===== src/rtl/sif_wr_arb_if.sv =====
// Requester/SIF write-channel bundle shared by sif_wr_arbiter and its environment.
// The lock vector exists only when SIF_WR_ARB_LOCK_EN is defined.
interface sif_wr_arb_if #(
  parameter int unsigned NUM_REQ = 4,
  parameter int unsigned ADDR_W  = 16,
  parameter int unsigned DATA_W  = 16
);
  localparam int unsigned ID_W = $clog2(NUM_REQ);

  logic [NUM_REQ-1:0]        req;
  logic [NUM_REQ*ADDR_W-1:0] req_addr;
  logic [NUM_REQ*DATA_W-1:0] req_data;
  logic [NUM_REQ-1:0]        gnt;
  logic [NUM_REQ-1:0]        ack;
  logic [ADDR_W-1:0]         wa_addr;
  logic [DATA_W-1:0]         wa_data_wr;
  logic                      wa_wr_s;
  logic                      wa_ready;
  logic                      busy;
  logic [ID_W-1:0]           owner_id;
`ifdef SIF_WR_ARB_LOCK_EN
  logic [NUM_REQ-1:0]        lock;

  // Arbiter side
  modport slave (
    input  req, req_addr, req_data, wa_ready, lock,
    output gnt, ack, wa_addr, wa_data_wr, wa_wr_s, busy, owner_id
  );

  // Requesters plus SIF write port side
  modport master (
    output req, req_addr, req_data, wa_ready, lock,
    input  gnt, ack, wa_addr, wa_data_wr, wa_wr_s, busy, owner_id
  );
`else
  // Arbiter side
  modport slave (
    input  req, req_addr, req_data, wa_ready,
    output gnt, ack, wa_addr, wa_data_wr, wa_wr_s, busy, owner_id
  );

  // Requesters plus SIF write port side
  modport master (
    output req, req_addr, req_data, wa_ready,
    input  gnt, ack, wa_addr, wa_data_wr, wa_wr_s, busy, owner_id
  );
`endif

endinterface


===== src/rtl/sif_wr_arbiter.sv =====
// Round-robin arbiter giving NUM_REQ requesters bounded-burst tenures on one SIF write channel.
// Optional SIF_WR_ARB_LOCK_EN lets the owner hold its tenure past MAX_BURST via lock.
module sif_wr_arbiter #(
  parameter int unsigned NUM_REQ   = 4,
  parameter int unsigned ADDR_W    = 16,
  parameter int unsigned DATA_W    = 16,
  parameter int unsigned MAX_BURST = 4
) (
  input  logic        clk,
  input  logic        rst_n,
  sif_wr_arb_if.slave sif
);

  localparam int unsigned ID_W  = $clog2(NUM_REQ);
  localparam int unsigned CNT_W = 8;
  localparam logic [CNT_W-1:0] CNT_LAST = CNT_W'(MAX_BURST - 1);
  localparam logic [CNT_W-1:0] CNT_SAT  = '1;

  typedef enum logic {IDLE, OWN} state_e;

  state_e             state_q, state_d;
  logic [ID_W-1:0]    owner_q, owner_d;
  logic [ID_W-1:0]    last_q, last_d;
  logic [CNT_W-1:0]   burst_cnt_q, burst_cnt_d;
  logic [NUM_REQ-1:0] gnt_q, gnt_d;
  logic               busy_q, busy_d;

  logic [ID_W-1:0]    winner;
  logic               winner_vld;
  logic [ID_W-1:0]    idx;
  logic               own_req;
  logic               own_lock;
  logic               xfer;

  // First requester strictly after last, wrapping modulo NUM_REQ
  always_comb begin
    winner     = '0;
    winner_vld = 1'b0;
    idx        = '0;
    for (int unsigned k = 1; k <= NUM_REQ; k++) begin
      idx = ID_W'((32'(last_q) + k) % NUM_REQ);
      if (!winner_vld && sif.req[idx]) begin
        winner     = idx;
        winner_vld = 1'b1;
      end
    end
  end

  assign own_req = sif.req[owner_q];
`ifdef SIF_WR_ARB_LOCK_EN
  assign own_lock = sif.lock[owner_q];
`else
  assign own_lock = 1'b0;
`endif
  assign xfer = (state_q == OWN) && own_req && sif.wa_ready;

  // Owner datapath: only req[owner] and wa_ready reach the channel combinationally
  always_comb begin
    sif.wa_wr_s    = 1'b0;
    sif.wa_addr    = '0;
    sif.wa_data_wr = '0;
    sif.ack        = '0;
    if (state_q == OWN) begin
      sif.wa_wr_s          = own_req;
      sif.wa_addr          = sif.req_addr[32'(owner_q)*ADDR_W +: ADDR_W];
      sif.wa_data_wr       = sif.req_data[32'(owner_q)*DATA_W +: DATA_W];
      sif.ack[owner_q]     = sif.wa_ready;
    end
  end

  // Next-state: grant from IDLE, release on owner drop or burst limit
  always_comb begin
    state_d     = state_q;
    owner_d     = owner_q;
    last_d      = last_q;
    burst_cnt_d = burst_cnt_q;
    gnt_d       = gnt_q;
    busy_d      = busy_q;
    case (state_q)
      IDLE: begin
        if (winner_vld) begin
          state_d     = OWN;
          owner_d     = winner;
          gnt_d       = NUM_REQ'(1) << winner;
          burst_cnt_d = '0;
          busy_d      = 1'b1;
        end
      end
      OWN: begin
        if (!own_req || (xfer && (burst_cnt_q == CNT_LAST) && !own_lock)) begin
          state_d     = IDLE;
          last_d      = owner_q;
          owner_d     = '0;
          gnt_d       = '0;
          burst_cnt_d = '0;
          busy_d      = 1'b0;
        end else if (xfer && (burst_cnt_q != CNT_SAT)) begin
          burst_cnt_d = burst_cnt_q + CNT_W'(1);
        end
      end
      default: begin
        state_d = IDLE;
      end
    endcase
  end

  // State register; last resets to NUM_REQ-1 so requester 0 wins first
  always_ff @(posedge clk or negedge rst_n) begin
    if (!rst_n) begin
      state_q     <= IDLE;
      owner_q     <= '0;
      last_q      <= ID_W'(NUM_REQ - 1);
      burst_cnt_q <= '0;
      gnt_q       <= '0;
      busy_q      <= 1'b0;
    end else begin
      state_q     <= state_d;
      owner_q     <= owner_d;
      last_q      <= last_d;
      burst_cnt_q <= burst_cnt_d;
      gnt_q       <= gnt_d;
      busy_q      <= busy_d;
    end
  end

  assign sif.gnt      = gnt_q;
  assign sif.busy     = busy_q;
  assign sif.owner_id = owner_q;

endmodule

===== src/flat_wrapper.sv =====
// flat-port wrapper written by rule: the top's interface ports become plain ports
module sif_wr_arbiter_flat 
#(
  parameter int unsigned NUM_REQ   = 4,
  parameter int unsigned ADDR_W    = 16,
  parameter int unsigned DATA_W    = 16,
  parameter int unsigned MAX_BURST = 4
)
  (clk, rst_n, sif_req, sif_req_addr, sif_req_data, sif_wa_ready, sif_gnt, sif_ack, sif_wa_addr, sif_wa_data_wr, sif_wa_wr_s, sif_busy, sif_owner_id);
  sif_wr_arb_if #(.NUM_REQ(NUM_REQ), .ADDR_W(ADDR_W), .DATA_W(DATA_W)) sif_i ();
  input  logic clk;
  input  logic rst_n;
  input wire logic [$bits(sif_i.req)-1:0] sif_req;
  input wire logic [$bits(sif_i.req_addr)-1:0] sif_req_addr;
  input wire logic [$bits(sif_i.req_data)-1:0] sif_req_data;
  input wire logic [$bits(sif_i.wa_ready)-1:0] sif_wa_ready;
  output wire logic [$bits(sif_i.gnt)-1:0] sif_gnt;
  output wire logic [$bits(sif_i.ack)-1:0] sif_ack;
  output wire logic [$bits(sif_i.wa_addr)-1:0] sif_wa_addr;
  output wire logic [$bits(sif_i.wa_data_wr)-1:0] sif_wa_data_wr;
  output wire logic [$bits(sif_i.wa_wr_s)-1:0] sif_wa_wr_s;
  output wire logic [$bits(sif_i.busy)-1:0] sif_busy;
  output wire logic [$bits(sif_i.owner_id)-1:0] sif_owner_id;
  assign sif_i.req = sif_req;
  assign sif_i.req_addr = sif_req_addr;
  assign sif_i.req_data = sif_req_data;
  assign sif_i.wa_ready = sif_wa_ready;
  assign sif_gnt = sif_i.gnt;
  assign sif_ack = sif_i.ack;
  assign sif_wa_addr = sif_i.wa_addr;
  assign sif_wa_data_wr = sif_i.wa_data_wr;
  assign sif_wa_wr_s = sif_i.wa_wr_s;
  assign sif_busy = sif_i.busy;
  assign sif_owner_id = sif_i.owner_id;
  sif_wr_arbiter #(.NUM_REQ(NUM_REQ), .ADDR_W(ADDR_W), .DATA_W(DATA_W), .MAX_BURST(MAX_BURST)) u_core (.clk(clk), .rst_n(rst_n), .sif(sif_i));
endmodule

===== config.mk =====
export PLATFORM = sky130hd
export DESIGN_NAME = sif_wr_arbiter_flat
export DESIGN_NICKNAME = d
export VERILOG_FILES = /design/src/rtl/sif_wr_arb_if.sv /design/src/rtl/sif_wr_arbiter.sv /design/src/flat_wrapper.sv
export SDC_FILE = /design/constraint.sdc
export NUM_CORES = 1
export LEC_CHECK = 0
export ABC_AREA = 1
export BUFFER_PORTS_ARGS = -buffer_cell sky130_fd_sc_hd__buf_2
export CORE_MARGIN = 1
export CORE_UTILIZATION = 43
export CTS_CLUSTER_SIZE = 28
export DETAILED_ROUTE_END_ITERATION = 8
export GPL_TIMING_DRIVEN = 0
export MAX_ROUTING_LAYER = met4
export PLACE_DENSITY = 0.87
export SLEW_MARGIN = 20
export SYNTH_ARGS = -nofsm -noshare
export SYNTH_HDL_FRONTEND = slang
export SYNTH_SLANG_ARGS = --single-unit

===== constraint.sdc =====
create_clock -name clk -period 3.6 [get_ports clk]
set_input_delay 0.72 -clock clk [delete_from_list [all_inputs] [get_ports clk]]
set_output_delay 0.72 -clock clk [all_outputs]
set_load 0.03 [all_outputs]

==> qor.yml <==
sta:
  rsz0062_at_grt: "no"
  post-route-period-util_pct: 81.55
  finalSetupTns_ns: 0
  hold_slack_ns: 0.3878
  setup_viol: 0
  drv_slew: 0
  final.min_clock_period_ns: 2.936
  max_freq_ghz: 0.3406
  slew_headroom_pct: 69.43
  skew_ns: 0.006004
  finalHoldViolCount: 0
  tightest_slew_ns: 0.4586
synthesis:
  syn_area_sq_um: 2235
  synth_seq_cells: 18
  avgSynthCellArea_sq_um: 6.225
  ys_seq_area_share_pct: 20.27
  synth-async-reset-ratio_pct: 100.0
  ys_types: 30
  syn-num-nets: 495
  yosysWarnings: 0
  synthFlopType: "dfrtp_1"
  syn-instance-count: 359
  synth_edf_count: 0
route:
  drtIter0Drc: 338
  post_drt_wl_per_cell_microns: 14.60
  routed_wl_mm: 8.879
  antenna_left: 0
  viasPerCell: 5.512
  drc: 0
  drt_pass1_iterations: 5
  vias: 3351
global_routing:
  grt_pass1_vias: 2961
  overflow: 0
  grt_max_degree: 19
  grt_pass1_wl_mm: 13.52
  antenna_found_initial: 0
  grtUsageTotal_pct: 32.54
pwr:
  power.density_nw_per_um2: 888.9
  p_switching_w: 0.001798
  p_int_w: 0.001104
  netSwitchingFraction_pct: 61.97
  power_frac_seq_pct: 10.2
  p_clk_share_pct: 5.7
  irDropWorstVdd_v: 0.0003765
  p_leak_nw: 1.715
  p_comb_share_pct: 84.1
finish:
  layout_commonest_cell: "buf_2"
  area_growth_syn_to_layout_pct: 46.08
  antenna_cells: 0
  final_util_pct: 67.33
  post_route_cells_drive_above_1_share_pct: 40.67
  layout.nets: 678
  fill_cells: 441
  final_cell_mix: "buf_2 (182), nand2_1 (111), nand3_1 (58)"
floorplanning:
  ioPinCount: 179
  die_h_microns: 74.09
  core_sq_um: 4848
  rows: 25
  die_area_sq_um: 5489
  initial_core_util_pct: 46.09
  die_w_microns: 74.09
cts:
  cts-hold-fix-buffers: 0
  clkSinkCount: 18
  numCtsBuffers: 3
  clk_pin_slew_ns: 0.07
  clockBufferDepth: 2
  clk_latency_ns: 0.25
  cts_root_buffer: "clkbuf_8"
  ctsResizeCount: 0
  cts_tree: "yes"
  h-tree-depth: 1
  post_cts.repair.setup_buffers: 0
setup_path:
  cp.required_ns: 2.88
  crit_type: "reg2out"
  end_kind: "output port"
  ff2ff_setup_slack_ns: 1.81
  critPathLaunchType: "flip-flop"
  path_max_fanout: 10
  crit_arrival_ns: 2.22
outcome:
  status: "completed"
place:
  post-dp-hpwl_mm: 7.366
  io_buffers: 178
  routabilityCongestion: 0.8917
flow_run:
  cap_violations: 0
worst_hold_path:
  hold_class: "in2async"
-- synthesized netlist by cell type (2+ instances only) --
library cell | number | area share, %
a22oi_1 | 32 | 11
a31oi_1 | 32 | 9.0
buf_2 | 4 | 0.90
buf_6 | 4 | 2.0
clkbuf_1 | 16 | 2.7
dfrtp_1 | 16 | 18
dfstp_2 | 2 | 2.4
inv_1 | 16 | 2.7
inv_2 | 4 | 0.67
inv_4 | 2 | 0.56
nand2_1 | 111 | 19
nand2_2 | 12 | 3.4
nand2_8 | 2 | 1.8
nand3_1 | 58 | 13
nand3_2 | 2 | 0.90
nand3b_1 | 2 | 0.67
nand4_1 | 4 | 1.1
nor2_1 | 14 | 2.4
nor2_4 | 2 | 1.0
nor3_1 | 8 | 1.8
o21ai_1 | 3 | 0.67
xnor2_1 | 3 | 1.2
xor2_1 | 3 | 1.2
-- final timing paths --
path                                                          from                                  to  depth (start not counted)
worst min-delay path                                         rst_n   u_core.burst_cnt_q[7]$_DFFE_PN0P_                          1
worst max-delay path            u_core.sif.owner_id[1]$_DFFE_PN0P_                  sif_wa_data_wr[11]                          6
worst max register to register   u_core.burst_cnt_q[0]$_DFFE_PN0P_  u_core.sif.owner_id[0]$_DFFE_PN0P_                          7
max in group asynchronous                                    rst_n        u_core.last_q[0]$_DFFE_PN1P_                          1
worst min register to register         u_core.sif.busy$_DFFE_PN0P_         u_core.sif.busy$_DFFE_PN0P_                          2
min in group clk                       u_core.sif.busy$_DFFE_PN0P_         u_core.sif.busy$_DFFE_PN0P_                          2
-- power by group through the flow --
| stage | Clock [W] | Sequential (W) | Combinational [W] |
|---|---|---|---|
| 6_report | 0.000165 | 0.000295 | 0.00244 |
| 5_1_grt | 0.000177 | 0.000301 | 0.00263 |
| 2_1_floorplan | 0 | 0.000350 | 0.00172 |
| 3_5_place_dp | 0 | 0.000297 | 0.00241 |
| 4_1_cts | 0.000167 | 0.000295 | 0.00242 |
| 3_3_place_gp | 0 | 0.000295 | 0.00237 |
-- metal layers --
layer | vias up | GRT usage, % | wire length (microns)
met2 | 190 | 52.93 | 4322
met4 | 0 | 11.97 | 378
met5 | - | - | 0
li1 | 1614 | - | -
met3 | 24 | 4.878 | 694
met1 | 1523 | 40.68 | 3482
-- per-stage QoR --
step | total power [W] | cells | setup WS (ns) | area [sq um]
after detailed placement | 0.002710 | 604 | 0.9575 | 3209
after global routing | 0.003106 | 608 | 0.5372 | 3264
after global placement | 0.002668 | 604 | 1.015 | 3209
after CTS | 0.002885 | 608 | 0.6709 | 3264
after floorplan | 0.002065 | 359 | 1.045 | 2235
final | 0.002902 | 608 | 0.6641 | 3264
-- logic make-up after synthesis --
logic type,Yosys count,share of synthesized area (%)
flops,18,20.27
compound gates,69,21.00
fa+ha+maj,1,0.5598
simple gates,216,44.90
xor+xnor,6,2.352
buf+inv,49,10.92
-- flip-flops by register name, indices dropped and copies added (netlist names) --
signal,count
u_core.last_q,2
u_core.sif.owner_id,2
u_core.state_q,1
u_core.sif.busy,1
u_core.sif.gnt,4
u_core.burst_cnt_q,8
-- worst max-delay path, stage by stage (launching register included) --
cell and delay (ns):
dfrtp_1 0.40, buf_2 0.19, nor2_1 0.30, clkbuf_1 0.39, a22oi_1 0.17, a31oi_1 0.25
buf_2 0.25
-- layout make-up --
| class | instances | area, sq um | share of cell area, % |
|---|---|---|---|
| timing repair buffer | 178 | 890.9 | 27.29 |
| inverter | 22 | 87.58 | 2.683 |
| sequential | 18 | 452.9 | 13.88 |
| tap | 67 | 83.83 | 2.568 |
| multi-input combinational | 292 | 1538 | 47.11 |
| buffer | 27 | 156.4 | 4.791 |
| clock buffer | 4 | 55.05 | 1.686 |
Note: power is estimated with default switching activity, not from simulation.
